===== src/rtl/mult_pkg.sv =====
// Shared definitions for the sequential shift-add multiplier:
// FSM state encoding, legal operand-width range and counter-width helper.
package mult_pkg;

  typedef enum logic [1:0] {
    IDLE = 2'd0,
    RUN  = 2'd1,
    FIX  = 2'd2,
    DONE = 2'd3
  } state_t;

  // Legal range of the operand width parameter.
  localparam int WIDTH_MIN = 2;
  localparam int WIDTH_MAX = 32;

  // Iteration counter must be able to hold the value WIDTH itself.
  function automatic int cw_of(input int w);
    return $clog2(w + 1);
  endfunction

endpackage


===== src/rtl/mult_seq_nbits_po.sv =====
// Datapath of the sequential multiplier: operand magnitude conversion,
// multiplicand register, 2*WIDTH accumulator with a WIDTH+1 bit adder,
// final sign fix-up and the held product register.
module mult_seq_nbits_po
  import mult_pkg::*;
#(
  parameter int WIDTH = 8
) (
  input  logic               clk,
  input  logic               reset,
  input  logic               load,
  input  logic               iterate,
  input  logic               fix,
  input  logic               signed_mode,
  input  logic               neg,
  input  logic [WIDTH-1:0]   a,
  input  logic [WIDTH-1:0]   b,
  output logic [2*WIDTH-1:0] product
);

  logic [WIDTH-1:0]   mcand_reg;
  logic [2*WIDTH-1:0] acc_reg;
  logic [2*WIDTH-1:0] product_reg;
  logic [WIDTH-1:0]   mag_a;
  logic [WIDTH-1:0]   mag_b;
  logic [WIDTH:0]     sum;

  // Absolute value of a signed operand; the most negative value maps to
  // 2^(WIDTH-1), which still fits as an unsigned WIDTH-bit magnitude.
  function automatic logic [WIDTH-1:0] magnitude(input logic sm, input logic [WIDTH-1:0] x);
    return (sm && x[WIDTH-1]) ? (~x + 1'b1) : x;
  endfunction

  // Operand magnitudes and the conditional add of one iteration (carry kept).
  always_comb begin
    mag_a = magnitude(signed_mode, a);
    mag_b = magnitude(signed_mode, b);
    sum   = {1'b0, acc_reg[2*WIDTH-1:WIDTH]};
    if (acc_reg[0]) begin
      sum = {1'b0, acc_reg[2*WIDTH-1:WIDTH]} + {1'b0, mcand_reg};
    end
  end

  // Load / shift-add / sign fix-up registers, each gated by an FSM enable.
  always_ff @(posedge clk) begin
    if (!reset) begin
      mcand_reg   <= '0;
      acc_reg     <= '0;
      product_reg <= '0;
    end else begin
      if (load) begin
        mcand_reg <= mag_a;
        acc_reg   <= {{WIDTH{1'b0}}, mag_b};
      end else if (iterate) begin
        // {carry, acc} shifted right by one
        acc_reg <= {sum, acc_reg[WIDTH-1:1]};
      end
      if (fix) begin
        product_reg <= neg ? (~acc_reg + 1'b1) : acc_reg;
      end
    end
  end

  assign product = product_reg;

endmodule


===== src/rtl/mult_seq_nbits.sv =====
// Sequential shift-add multiplier top: control FSM (IDLE/RUN/FIX/DONE),
// iteration counter and sign flag, driving the datapath through enables.
// Result is ready WIDTH+2 cycles after start is sampled, in both modes.
module mult_seq_nbits
  import mult_pkg::*;
#(
  parameter  int WIDTH = 8,
  localparam int CW    = cw_of(WIDTH)
) (
  input  logic               clk,
  input  logic               reset,
  input  logic               start,
  input  logic               signed_mode,
  input  logic [WIDTH-1:0]   a,
  input  logic [WIDTH-1:0]   b,
  output logic               busy,
  output logic               done,
  output logic [CW-1:0]      count,
  output logic [2*WIDTH-1:0] product
);

  localparam logic [CW-1:0] LAST_ITER = CW'(WIDTH - 1);

  state_t        state_reg, state_next;
  logic [CW-1:0] count_reg, count_next;
  logic          neg_reg, neg_next;
  logic          load, iterate, fix;

  // Next-state, counter and datapath-enable decode.
  always_comb begin
    state_next = state_reg;
    count_next = count_reg;
    neg_next   = neg_reg;
    load       = 1'b0;
    iterate    = 1'b0;
    fix        = 1'b0;
    case (state_reg)
      IDLE, DONE: begin
        if (start) begin
          load       = 1'b1;
          state_next = RUN;
          count_next = '0;
          neg_next   = signed_mode & (a[WIDTH-1] ^ b[WIDTH-1]);
        end else if (state_reg == DONE) begin
          state_next = IDLE;
        end
      end
      RUN: begin
        iterate    = 1'b1;
        count_next = count_reg + 1'b1;
        if (count_reg == LAST_ITER) begin
          state_next = FIX;
        end
      end
      FIX: begin
        fix        = 1'b1;
        state_next = DONE;
      end
      default: state_next = IDLE;
    endcase
  end

  // State, counter and sign flag registers.
  always_ff @(posedge clk) begin
    if (!reset) begin
      state_reg <= IDLE;
      count_reg <= '0;
      neg_reg   <= 1'b0;
    end else begin
      state_reg <= state_next;
      count_reg <= count_next;
      neg_reg   <= neg_next;
    end
  end

  assign busy  = (state_reg == RUN) || (state_reg == FIX);
  assign done  = (state_reg == DONE);
  assign count = count_reg;

  mult_seq_nbits_po #(
    .WIDTH(WIDTH)
  ) u_po (
    .clk        (clk),
    .reset      (reset),
    .load       (load),
    .iterate    (iterate),
    .fix        (fix),
    .signed_mode(signed_mode),
    .neg        (neg_reg),
    .a          (a),
    .b          (b),
    .product    (product)
  );

endmodule


===== config.mk =====
export PLATFORM = sky130hd
export DESIGN_NAME = mult_seq_nbits
export DESIGN_NICKNAME = d
export VERILOG_FILES = /design/src/rtl/mult_pkg.sv /design/src/rtl/mult_seq_nbits_po.sv /design/src/rtl/mult_seq_nbits.sv
export SDC_FILE = /design/constraint.sdc
export NUM_CORES = 1
export LEC_CHECK = 0
export ABC_AREA = 0
export BUFFER_PORTS_ARGS = -buffer_cell sky130_fd_sc_hd__buf_2
export CAP_MARGIN = 20
export CORE_AREA = 2 2 80 82
export CTS_CLUSTER_DIAMETER = 60
export DETAILED_ROUTE_END_ITERATION = 16
export DIE_AREA = 0 0 82 84
export MAX_ROUTING_LAYER = met4
export PLACE_DENSITY = 0.78
export RECOVER_POWER = 100
export SETUP_SLACK_MARGIN = 0.02
export SYNTH_ARGS = -nofsm -noshare
export SYNTH_HDL_FRONTEND = slang
export SYNTH_SLANG_ARGS = --single-unit

===== constraint.sdc =====
create_clock -name clk -period 2.3 [get_ports clk]
set_input_delay 0 -clock clk [delete_from_list [all_inputs] [get_ports clk]]
set_output_delay 0 -clock clk [all_outputs]
set_load 0.1 [all_outputs]

==> metrics.txt, run 1 <==
status=complete, no violations; Max-slew headroom=0.2225; Fin. Hold Viols=0; syn nets=389; largest net degree at the start of global routing=36; total track usage=0.2088; clock sink count=47; cell area after synthesis=0.002904 mm²; RSZ-0062 raised after global routing=no; P_leak=1.373 nW; Final Skew=0.01109 ns; Initial DRC Count=147; Synth Register Bits=47; Slew Limit Fails=0; final setup fails=0; Post-Synthesis Cells=353; I/O pins=42; Seq/Total Area, Yosys=0.3240; Synth top cells by count=dfxtp_1 (47), nand2_1 (37), o21ai_0 (25); CTS max path bufs=2; clock root buffer=clkbuf_8; via count=2688; area share of the largest cell type after synthesis=0.3240; cts bufs inserted=5; # Post-CTS Setup Buffers=0; data required time at the worst endpoint=2.52 ns; setup_tns=0 ns; Reg clk slew, reported paths=0.09 ns; Max FO, Critical Path=3; Detailed Route WL=6595 µm; Clk Latency, worst-skew pair=0.30 ns; via/cell ratio=5.671; initial antenna violation count=0; cells on worst reg2reg path=8; I/O Buffers=41; CP endpoint kind=flip-flop; ordered cell list for the critical path=ha_1, inv_1, fa_1, nor2b_1, o31a_1, o21a_1, mux2_2, a311oi_1; Nets=432; Die W=82 µm; post-DP HPWL=4891 µm; num rows=29; Worst R2R End=u_po.acc_reg[13]$_SDFFE_PP0P_; Worst Hold Slack=0.002377 ns; first-pass GRT wire length=11280 µm; ratio of cells with drive above 1 in the final layout=0.09824; syn_area_per_cell=8.227 µm²; HP Start=b[7]; drt wl/cell=13.91 µm; worst reg-to-reg setup slack=0.18 ns; worst IR drop on VDD=635.0 µV; hold endpoint=u_po.acc_reg[7]$_SDFFE_PN0P_; core footprint=0.006096 mm²; crit path max-delay cell type=fa_1; min Tclk post-route=2.119 ns; DRT antenna net count=0; n_diodes=0; count leader, synth=dfxtp_1; vias in the first global route=2454; Die Y=84 µm; worst hold path class=in2reg; Synth area leader=dfxtp_1; Max Freq=0.4719 GHz; DR pass1 iterations=4; Finished Core Util=0.5423; Slew @ Worst Pin=1.171 ns; EDFF count, synth=0; Synth Flop Type=dfxtp_1; synth top area cells=dfxtp_1 (32%), ha_1 (6.5%), nand2_1 (4.8%); DR DRC count=0; Power per Cell Area=1239 mW/mm²; Hold Path Depth=3; Unique masters post-synth=45; GPL Wtd Cong=0.8490; Crit Path Category=reg2reg; WP data arrival=2.34 ns; global route overflow=0; Tcrit/Tclk final=0.9214; htree depth=2; Reg-to-Reg Start=u_po.acc_reg[8]$_SDFFE_PP0P_; Initial Util=0.4764; crit start category=flip-flop; Layout area overhead=13.83%; async set-reset flop share out of synthesis=0; die area=0.006888 mm²; max_cap viols=0; max incr delay on CP=0.38 ns; CTS tree=done; Ys Warns=0
stage by stage:
step	instance area [µm²]	power, mW	setup WS [ns]	std cells
3_3_place_gp	3217	3.468	0.2446	464
2_1_floorplan	2904	3.040	0.2545	353
3_5_place_dp	3217	3.508	0.1625	464
6_report	3306	4.094	0.1808	474
5_1_grt	3306	4.377	0.01671	474
4_1_cts	3354	4.157	0.1514	474
power by group:
part	switching (mW)	total, mW	internal [mW]
Clock	0.291	0.643	0.352
Sequential	0.214	1.24	1.02
Combinational	1.56	2.22	0.656
critical path: cells and delay by family, from the launching register on:
family / cells / cell delay [ns]
compound gates: 3 / 0.58
fa+ha+maj: 2 / 0.54
flops: 1 / 0.34
mux: 1 / 0.33
simple gates: 1 / 0.20
buf+inv: 1 / 0.06
layer usage:
| metal | GRT usage | wire (µm) |
|---|---|---|
| met5 | - | 0 |
| met4 | 0.05303 | 74 |
| met3 | 0.03247 | 275 |
| met2 | 0.3341 | 3136 |
| met1 | 0.2733 | 3109 |
placed cells by master, fill, tap and decap left out, types with 7 or more instances in the layout:
| master | Yosys | routed |
|---|---|---|
| clkbuf_1 | 17 | 25 |
| dfxtp_1 | 47 | 46 |
| o211a_1 | 12 | 12 |
| xnor2_1 | 8 | 8 |
| o211ai_1 | 9 | 9 |
| a21oi_1 | 18 | 18 |
| ha_1 | 15 | 15 |
| buf_2 | 0 | 19 |
| inv_1 | 18 | 18 |
| nor2_1 | 18 | 18 |
| nand2_1 | 37 | 37 |
| nor2b_1 | 11 | 11 |
| nor3_1 | 7 | 7 |
| mux2i_1 | 11 | 11 |
| nand3_1 | 17 | 17 |
| xor2_1 | 11 | 11 |
| o21ai_0 | 25 | 25 |
how the worst max path moves through the flow:
stage                                                to  slack, ns                          from  depth (start not counted)
after CTS                 u_po.acc_reg[13]$_SDFFE_PP0P_       0.15  u_po.acc_reg[9]$_SDFFE_PP0P_                          7
after detailed placement  u_po.acc_reg[13]$_SDFFE_PP0P_       0.16  u_po.acc_reg[9]$_SDFFE_PP0P_                          7
after floorplan           u_po.acc_reg[13]$_SDFFE_PP0P_       0.25  u_po.acc_reg[8]$_SDFFE_PP0P_                          8
final                     u_po.acc_reg[13]$_SDFFE_PP0P_       0.18  u_po.acc_reg[8]$_SDFFE_PP0P_                          8
after global placement    u_po.acc_reg[13]$_SDFFE_PP0P_       0.24  u_po.acc_reg[9]$_SDFFE_PP0P_                          7
after global routing       u_po.acc_reg[1]$_SDFFE_PN0P_       0.02     state_reg[0]$_SDFFE_PN0P_                          6
cell families after synthesis:
group	count (synthesis)	share of synthesized area
DFF	47	0.3240
AOI/OAI and AO/OA	105	0.2503
xor gates and xnor gates	19	0.05730
buffers and inverters	35	0.04524
and+or+nand+nor	118	0.2059
adders and majority gates	16	0.07152
muxes	13	0.04567
final cells by class:
class	instances	area (µm²)
sequential	47	942.2
multi-input combinational	271	1823
clock buffer	6	82.58
clock inverter	2	35.03
fill	592	2790
inverter	18	67.56
timing repair buffer	53	259.0
tap	77	96.34
what timing repair did:
action / in CTS / in global routing
endpoints found under the setup margin: 0 / 1
endpoints found under the hold margin: 2 / 0
hold buffers: 2 / 0
resized for setup: 0 / 1
(Power assumes the default switching activity.)
==> run 2: changes to the inputs <==
--- a/config.mk
+++ b/config.mk
@@ -8,14 +8,15 @@
 export ABC_AREA = 0
 export BUFFER_PORTS_ARGS = -buffer_cell sky130_fd_sc_hd__buf_2
 export CAP_MARGIN = 20
-export CORE_AREA = 2 2 80 82
+export CORE_AREA = 2 2 78 80
 export CTS_CLUSTER_DIAMETER = 60
 export DETAILED_ROUTE_END_ITERATION = 16
-export DIE_AREA = 0 0 82 84
+export DIE_AREA = 0 0 80 82
 export MAX_ROUTING_LAYER = met4
-export PLACE_DENSITY = 0.78
+export PLACE_DENSITY = 0.79
 export RECOVER_POWER = 100
 export SETUP_SLACK_MARGIN = 0.02
 export SYNTH_ARGS = -nofsm -noshare
 export SYNTH_HDL_FRONTEND = slang
+export SYNTH_HIERARCHICAL = 1
 export SYNTH_SLANG_ARGS = --single-unit
==> metrics.txt, run 2 <==
Placement Cell Area=0.003067 mm² (was 0.003217 mm²); Unique masters post-synth=52 (was 45); via count=2533 (was 2688); delay-heaviest family, CP=simple AND/OR/NAND/NOR gates (was compound AO/OA/AOI/OAI gates); Die Y=82 µm (was 84 µm); HP Start=a[3] (was b[7]); most frequent cells in the layout=dfxtp_1 (46), nor2_1 (43), o21ai_0 (23), clkbuf_1 (23), a211oi_1 (23) (was dfxtp_1 (46), nand2_1 (37), o21ai_0 (25), clkbuf_1 (25), buf_2 (19)); DR pass1 iterations=4 (unchanged); largest net degree at the start of global routing=31 (was 36); synth top area cells=dfxtp_1 (34%), ha_1 (6.8%), a211oi_1 (6.2%) (was dfxtp_1 (32%), ha_1 (6.5%), nand2_1 (4.8%)); worst reg-to-reg setup slack=0.19 ns (was 0.18 ns); first-pass GRT wire length=10340 µm (was 11280 µm); clock sink count=47 (unchanged); RSZ-0062 raised after global routing=no (unchanged); Max FO, Critical Path=7 (was 3); via/cell ratio=5.567 (was 5.671); DR DRC count=0 (unchanged); Max Freq=0.4736 GHz (was 0.4719 GHz); async set-reset flop share out of synthesis=0 (unchanged); syn_area_per_cell=8.222 µm² (was 8.227 µm²); Worst R2R End=u_po/product[15]$_SDFFE_PN0P_ (was u_po.acc_reg[13]$_SDFFE_PP0P_); data required time at the worst endpoint=2.52 ns (about the same); cts bufs inserted=5 (unchanged); num rows=28 (was 29); CP endpoint kind=flip-flop (unchanged); Initial DRC Count=172 (was 147); syn nets=374 (was 389); worst hold path class=in2reg (unchanged); initial antenna violation count=0 (unchanged); Ys Warns=6 (was 0); Synth Flop Type=dfxtp_1 (unchanged); GPL Wtd Cong=0.8735 (was 0.8490); I/O Buffers=41 (unchanged); Layout area overhead=12.29% (was 13.83%); Post-Synthesis Cells=338 (was 353); Power per Cell Area=1236 mW/mm² (was 1239 mW/mm²); Detailed Route WL=6213 µm (was 6595 µm); max_cap viols=0 (unchanged); final setup fails=0 (unchanged); Seq/Total Area, Yosys=0.3386 (was 0.3240); worst IR drop on VDD=956.1 µV (was 635.0 µV); clock root buffer=clkbuf_8 (unchanged); crit path max-delay cell type=or4_4 (was fa_1); CTS tree=done (unchanged); min Tclk post-route=2.111 ns (was 2.119 ns); Reg-to-Reg Start=u_po/acc_reg[7]$_SDFFE_PN0P_ (was u_po.acc_reg[8]$_SDFFE_PP0P_); post-DP HPWL=4651 µm (was 4891 µm); total track usage=0.2041 (was 0.2088); ordered cell list for the critical path=or4_4, or3_4, o41ai_1, xor2_1, a211oi_1 (was ha_1, inv_1, fa_1, nor2b_1, o31a_1, o21a_1, mux2_2, a311oi_1); Initial Util=0.4837 (was 0.4764); post-route cell area=0.003120 mm² (was 0.003306 mm²); drt wl/cell=13.65 µm (was 13.91 µm); DRT antenna net count=0 (unchanged); htree depth=2 (unchanged); Nets=417 (was 432); P_leak=1.231 nW (was 1.373 nW); Clk Latency, worst-skew pair=0.30 ns (about the same); global route overflow=0 (unchanged); I/O pins=42 (unchanged); cells on worst reg2reg path=5 (was 8); Tcrit/Tclk final=0.9180 (was 0.9214); WP data arrival=2.33 ns (was 2.34 ns); WP buf/inv=0 (was 1); n_diodes=0 (unchanged); core footprint=0.005746 mm² (was 0.006096 mm²); EDFF count, synth=0 (unchanged); Synth top cells by count=dfxtp_1 (47), nor2_1 (43), a211oi_1 (23) (was dfxtp_1 (47), nand2_1 (37), o21ai_0 (25)); CTS max path bufs=2 (unchanged); Max-slew headroom=0.2135 (was 0.2225); Synth area leader=dfxtp_1 (unchanged); vias in the first global route=2248 (was 2454); cell area after synthesis=0.002779 mm² (was 0.002904 mm²); area share of the largest cell type after synthesis=0.3386 (was 0.3240); crit start category=flip-flop (unchanged); Slew Limit Fails=0 (unchanged); max incr delay on CP=0.57 ns (was 0.38 ns); Final Skew=0.003460 ns (was 0.01109 ns); status=complete, no violations (unchanged); Hold Path Depth=3 (unchanged); commonest non-fill, non-tap cell in the layout=dfxtp_1 (unchanged); Reg clk slew, reported paths=0.08 ns (was 0.09 ns); ratio of cells with drive above 1 in the final layout=0.1053 (was 0.09824); setup_tns=0 ns (unchanged); Layout fillers=564 (was 592); hold endpoint=u_po/mcand_reg[3]$_SDFFE_PN0P_ (was u_po.acc_reg[7]$_SDFFE_PN0P_); Slew @ Worst Pin=1.185 ns (was 1.171 ns); die area=0.006560 mm² (was 0.006888 mm²); count leader, synth=dfxtp_1 (unchanged); # Post-CTS Setup Buffers=0 (unchanged); Synth Register Bits=47 (unchanged); Die W=80 µm (was 82 µm); Fin. Hold Viols=0 (unchanged); Crit Path Category=reg2reg (unchanged)
[run 2: cell count changes in the layout (fill, tap and decap cells not counted), sizes merged, moves of 5 or more]
| cell | change |
|---|---|
| nand3 | -10 |
| nand2 | -15 |
| nor2 | +25 |
| mux2i | -5 |
| a211oi | +20 |
| o211a | -12 |
| o211ai | -8 |
[run 2: layout make-up]
type	count	area (µm²)	share of cell area
multi-input combinational	257	1692	0.5421
clock buffer	6	72.57	0.02326
tap	75	93.84	0.03007
inverter	20	75.07	0.02406
timing repair buffer	50	245.2	0.07859
sequential	47	942.2	0.3019
[run 2: per-layer routing]
layer  GRT usage  wire length (µm)
met1      0.2680              2875
met2      0.3150              2748
met3     0.03297               478
met4     0.08136               110
met5           -                 0
[run 2: how the worst max path moves through the flow]
| stage | from | end | slack [ns] | depth (start not counted) |
|---|---|---|---|---|
| after floorplan | count[1]$_SDFFE_PN0P_ | state_reg[1]$_SDFFE_PN0P_ | 0.38 | 5 |
| after global placement | u_po/acc_reg[7]$_SDFFE_PN0P_ | u_po/product[15]$_SDFFE_PN0P_ | 0.35 | 5 |
| after detailed placement | u_po/acc_reg[8]$_SDFFE_PP0P_ | u_po/acc_reg[15]$_SDFFE_PP0P_ | 0.21 | 8 |
| after CTS | u_po/acc_reg[8]$_SDFFE_PP0P_ | u_po/acc_reg[15]$_SDFFE_PP0P_ | 0.18 | 8 |
| after global routing | u_po/acc_reg[7]$_SDFFE_PN0P_ | u_po/product[15]$_SDFFE_PN0P_ | 0.06 | 5 |
| final | u_po/acc_reg[7]$_SDFFE_PN0P_ | u_po/product[15]$_SDFFE_PN0P_ | 0.19 | 5 |
[run 2: power by group]
part,internal [mW],total [mW],switching [mW],leakage [nW]
combinational,0.558,2.12,1.56,0.809
sequential,1.04,1.28,0.238,0.385
clock,0.203,0.458,0.255,0.0371
[run 2: timing repair]
action                     CTS  global route
resized for setup            0             2
setup endpoints to repair    0             2
hold endpoints to repair     3             0
hold buffers                 3             0
[run 2: through the flow]
| step | power (mW) | setup WS [ns] | hold WS (ns) | instances | util |
|---|---|---|---|---|---|
| 6_report | 3.856 | 0.1887 | 0.01098 | 455 | 0.5431 |
| 3_3_place_gp | 3.411 | 0.3501 | 0.2904 | 446 | 0.5338 |
| 5_1_grt | 4.109 | 0.05909 | 0.01889 | 455 | 0.5431 |
| 2_1_floorplan | 3.034 | 0.3838 | 0.1473 | 338 | - |
| 3_5_place_dp | 3.457 | 0.2100 | 0.3024 | 446 | 0.5338 |
| 4_1_cts | 3.924 | 0.1838 | 0.002651 | 455 | 0.5516 |
[run 2: worst min-delay path: stages]
cell and delay (ns):
buf_2 0.11, o21ai_0 0.07, a311oi_1 0.08
[run 2: cells by family (layout without fill, tap and decap cells)]
| family | count (synthesis) | after routing | share of synthesized area |
|---|---|---|---|
| xor+xnor | 25 | 25 | 0.07879 |
| flops | 47 | 47 | 0.3386 |
| mux | 8 | 8 | 0.02972 |
| buf+inv | 34 | 76 | 0.04728 |
| simple gates | 107 | 107 | 0.1833 |
| fa+ha+maj | 16 | 16 | 0.07474 |
| compound gates | 101 | 101 | 0.2476 |
==> run 3: changes to the inputs <==
--- a/config.mk
+++ b/config.mk
@@ -9,6 +9,7 @@
 export BUFFER_PORTS_ARGS = -buffer_cell sky130_fd_sc_hd__buf_2
 export CAP_MARGIN = 20
 export CORE_AREA = 2 2 78 80
+export CTS_BUF_LIST = sky130_fd_sc_hd__clkbuf_2
 export CTS_CLUSTER_DIAMETER = 60
 export DETAILED_ROUTE_END_ITERATION = 16
 export DIE_AREA = 0 0 80 82
==> metrics.txt, run 3 (same netlist as run 2, synthesis figures left out) <==
metal3 WL=394 µm (was 478 µm); commonest non-fill, non-tap cell in the layout=dfxtp_1 (unchanged); CTS max path bufs=2 (unchanged); n_diodes=0 (unchanged); ratio of cells with drive above 1 in the final layout=0.1055 (was 0.1053); DR DRC count=0 (unchanged); post-DP HPWL=4651 µm (unchanged); cells on worst reg2reg path=5 (unchanged); global route overflow=0 (unchanged); CTS tree=done (unchanged); first-pass GRT wire length=10680 µm (was 10340 µm); Layout fillers=549 (was 564); worst reg-to-reg setup slack=0.20 ns (was 0.19 ns); Max-slew headroom=0.2076 (was 0.2135); setup_tns=0 ns (unchanged); Slew @ Worst Pin=1.194 ns (was 1.185 ns); Reg clk slew, reported paths=0.21 ns (was 0.08 ns); WP data arrival=2.45 ns (was 2.33 ns); crit start category=flip-flop (unchanged); DR pass1 iterations=4 (unchanged); final setup fails=0 (unchanged); min Tclk post-route=2.100 ns (was 2.111 ns); HP Start=a[1] (was a[3]); Initial DRC Count=182 (was 172); hold endpoint=u_po/mcand_reg[1]$_SDFFE_PN0P_ (was u_po/mcand_reg[3]$_SDFFE_PN0P_); Max Freq=0.4761 GHz (was 0.4736 GHz); Final Instance Count excl. Fillers=473 (was 455); clock sink count=47 (unchanged); met2 wire len=2937 µm (was 2748 µm); Crit Path Category=reg2reg (unchanged); worst hold path class=in2reg (unchanged); Final Skew=0.009299 ns (was 0.003460 ns); total track usage=0.2098 (was 0.2041); worst IR drop on VDD=979.6 µV (was 956.1 µV); clock root buffer=clkbuf_2 (was clkbuf_8); Initial Util=0.4837 (unchanged); core footprint=0.005746 mm² (unchanged); die area=0.006560 mm² (unchanged); status=complete, no violations (unchanged); P_leak=1.292 nW (was 1.231 nW); Slew Limit Fails=0 (unchanged); Fin. Hold Viols=0 (unchanged); via/cell ratio=5.503 (was 5.567); Layout area overhead=17.47% (was 12.29%); Clk Latency, worst-skew pair=0.41 ns (was 0.30 ns); via count=2603 (was 2533); vias in the first global route=2369 (was 2248); GPL Wtd Cong=0.8735 (unchanged); Placed Cells=446 (unchanged); data required time at the worst endpoint=2.65 ns (was 2.52 ns); Max Used Layer=met4 (unchanged); htree depth=2 (unchanged); I/O Buffers=41 (unchanged); Max FO, Critical Path=7 (unchanged); Worst R2R End=u_po/product[14]$_SDFFE_PN0P_ (was u_po/product[15]$_SDFFE_PN0P_); Power per Cell Area=1147 mW/mm² (was 1236 mW/mm²); DRT antenna net count=0 (unchanged); CP endpoint kind=flip-flop (unchanged); initial antenna violation count=0 (unchanged); num rows=28 (unchanged); Die Y=82 µm (unchanged); Detailed Route WL=6398 µm (was 6213 µm); cts bufs inserted=5 (unchanged); Metal-1 WL=2967 µm (was 2875 µm); largest net degree at the start of global routing=31 (unchanged); most frequent cells in the layout=dfxtp_1 (46), nor2_1 (43), o21ai_0 (24), clkbuf_1 (23), a211oi_1 (23) (was dfxtp_1 (46), nor2_1 (43), o21ai_0 (23), clkbuf_1 (23), a211oi_1 (23)); Reg-to-Reg Start=u_po/acc_reg[7]$_SDFFE_PN0P_ (unchanged); Die W=80 µm (unchanged); max_cap viols=0 (unchanged); drt wl/cell=13.53 µm (was 13.65 µm); Nets=435 (was 417); Tcrit/Tclk final=0.9131 (was 0.9180); Hold Path Depth=4 (was 3); RSZ-0062 raised after global routing=no (unchanged); I/O pins=42 (unchanged)
[run 3: changes by cell type in the layout (fill, tap and decap cells not counted), sizes merged]
cell | before | now
clkbuf | 31 | 32
dlygate4sd3 | 3 | 21
buf | 22 | 21
[run 3: worst max-delay path by stage]
stage,from,to,slack [ns],depth (start not counted)
3_5_place_dp,u_po/acc_reg[8]$_SDFFE_PP0P_,u_po/acc_reg[15]$_SDFFE_PP0P_,0.21,8
3_3_place_gp,u_po/acc_reg[7]$_SDFFE_PN0P_,u_po/product[15]$_SDFFE_PN0P_,0.35,5
5_1_grt,state_reg[0]$_SDFFE_PN0P_,u_po/mcand_reg[5]$_SDFFE_PN0P_,0.05,7
4_1_cts,state_reg[0]$_SDFFE_PN0P_,u_po/acc_reg[6]$_SDFFE_PN0P_,0.11,5
2_1_floorplan,count[1]$_SDFFE_PN0P_,state_reg[1]$_SDFFE_PN0P_,0.38,5
6_report,u_po/acc_reg[7]$_SDFFE_PN0P_,u_po/product[14]$_SDFFE_PN0P_,0.20,5
[run 3: area by class of cell]
type,instances,area (µm²),share of cell area
well taps,75,93.84,0.02875
multi-input cells,257,1702,0.5213
inverters,20,75.07,0.02300
flip-flops and latches,47,942.2,0.2886
repair buffers,68,421.7,0.1292
clock buffers,6,30.03,0.009199
[run 3: power breakdown]
| part | internal, mW | total, mW | switching (mW) |
|---|---|---|---|
| sequential | 1.04 | 1.28 | 0.239 |
| clock | 0.0686 | 0.311 | 0.242 |
| combinational | 0.582 | 2.15 | 1.57 |
| total | 1.69 | 3.74 | 2.05 |
[run 3: critical path: stages, from the launching register on]
cell and delay (ns):
dfxtp_1 0.42, or4_4 0.57, or3_4 0.36, o41ai_1 0.34, xor2_1 0.12, a211oi_1 0.23
[run 3: timing repair]
item | 4_1_cts | 5_1_grt
endpoints found under the hold margin | 27 | 0
hold buffers | 21 | 0
gates resized for setup | 0 | 3
endpoints found under the setup margin | 0 | 3
buffers inserted | 0 | 0
[run 3: layer usage]
layer / vias up / track usage
li1: 1338 / -
met2: 78 / 0.3392
met5: - / -
met4: 0 / 0.08475
met3: 10 / 0.02308
met1: 1177 / 0.2693
[run 3: stage by stage]
step           hold slack [ns]  utilization  setup slack, ns  total power, mW  cell area (µm²)
6_report                0.4068       0.5682           0.1998            3.743             3264
4_1_cts                 0.3764       0.5756           0.1085            3.802             3307
2_1_floorplan           0.1473            -           0.3838            3.034             2779
3_3_place_gp            0.2904       0.5338           0.3501            3.411             3067
3_5_place_dp            0.3024       0.5338           0.2100            3.457             3067
5_1_grt                 0.4008       0.5682          0.04816            3.998             3264
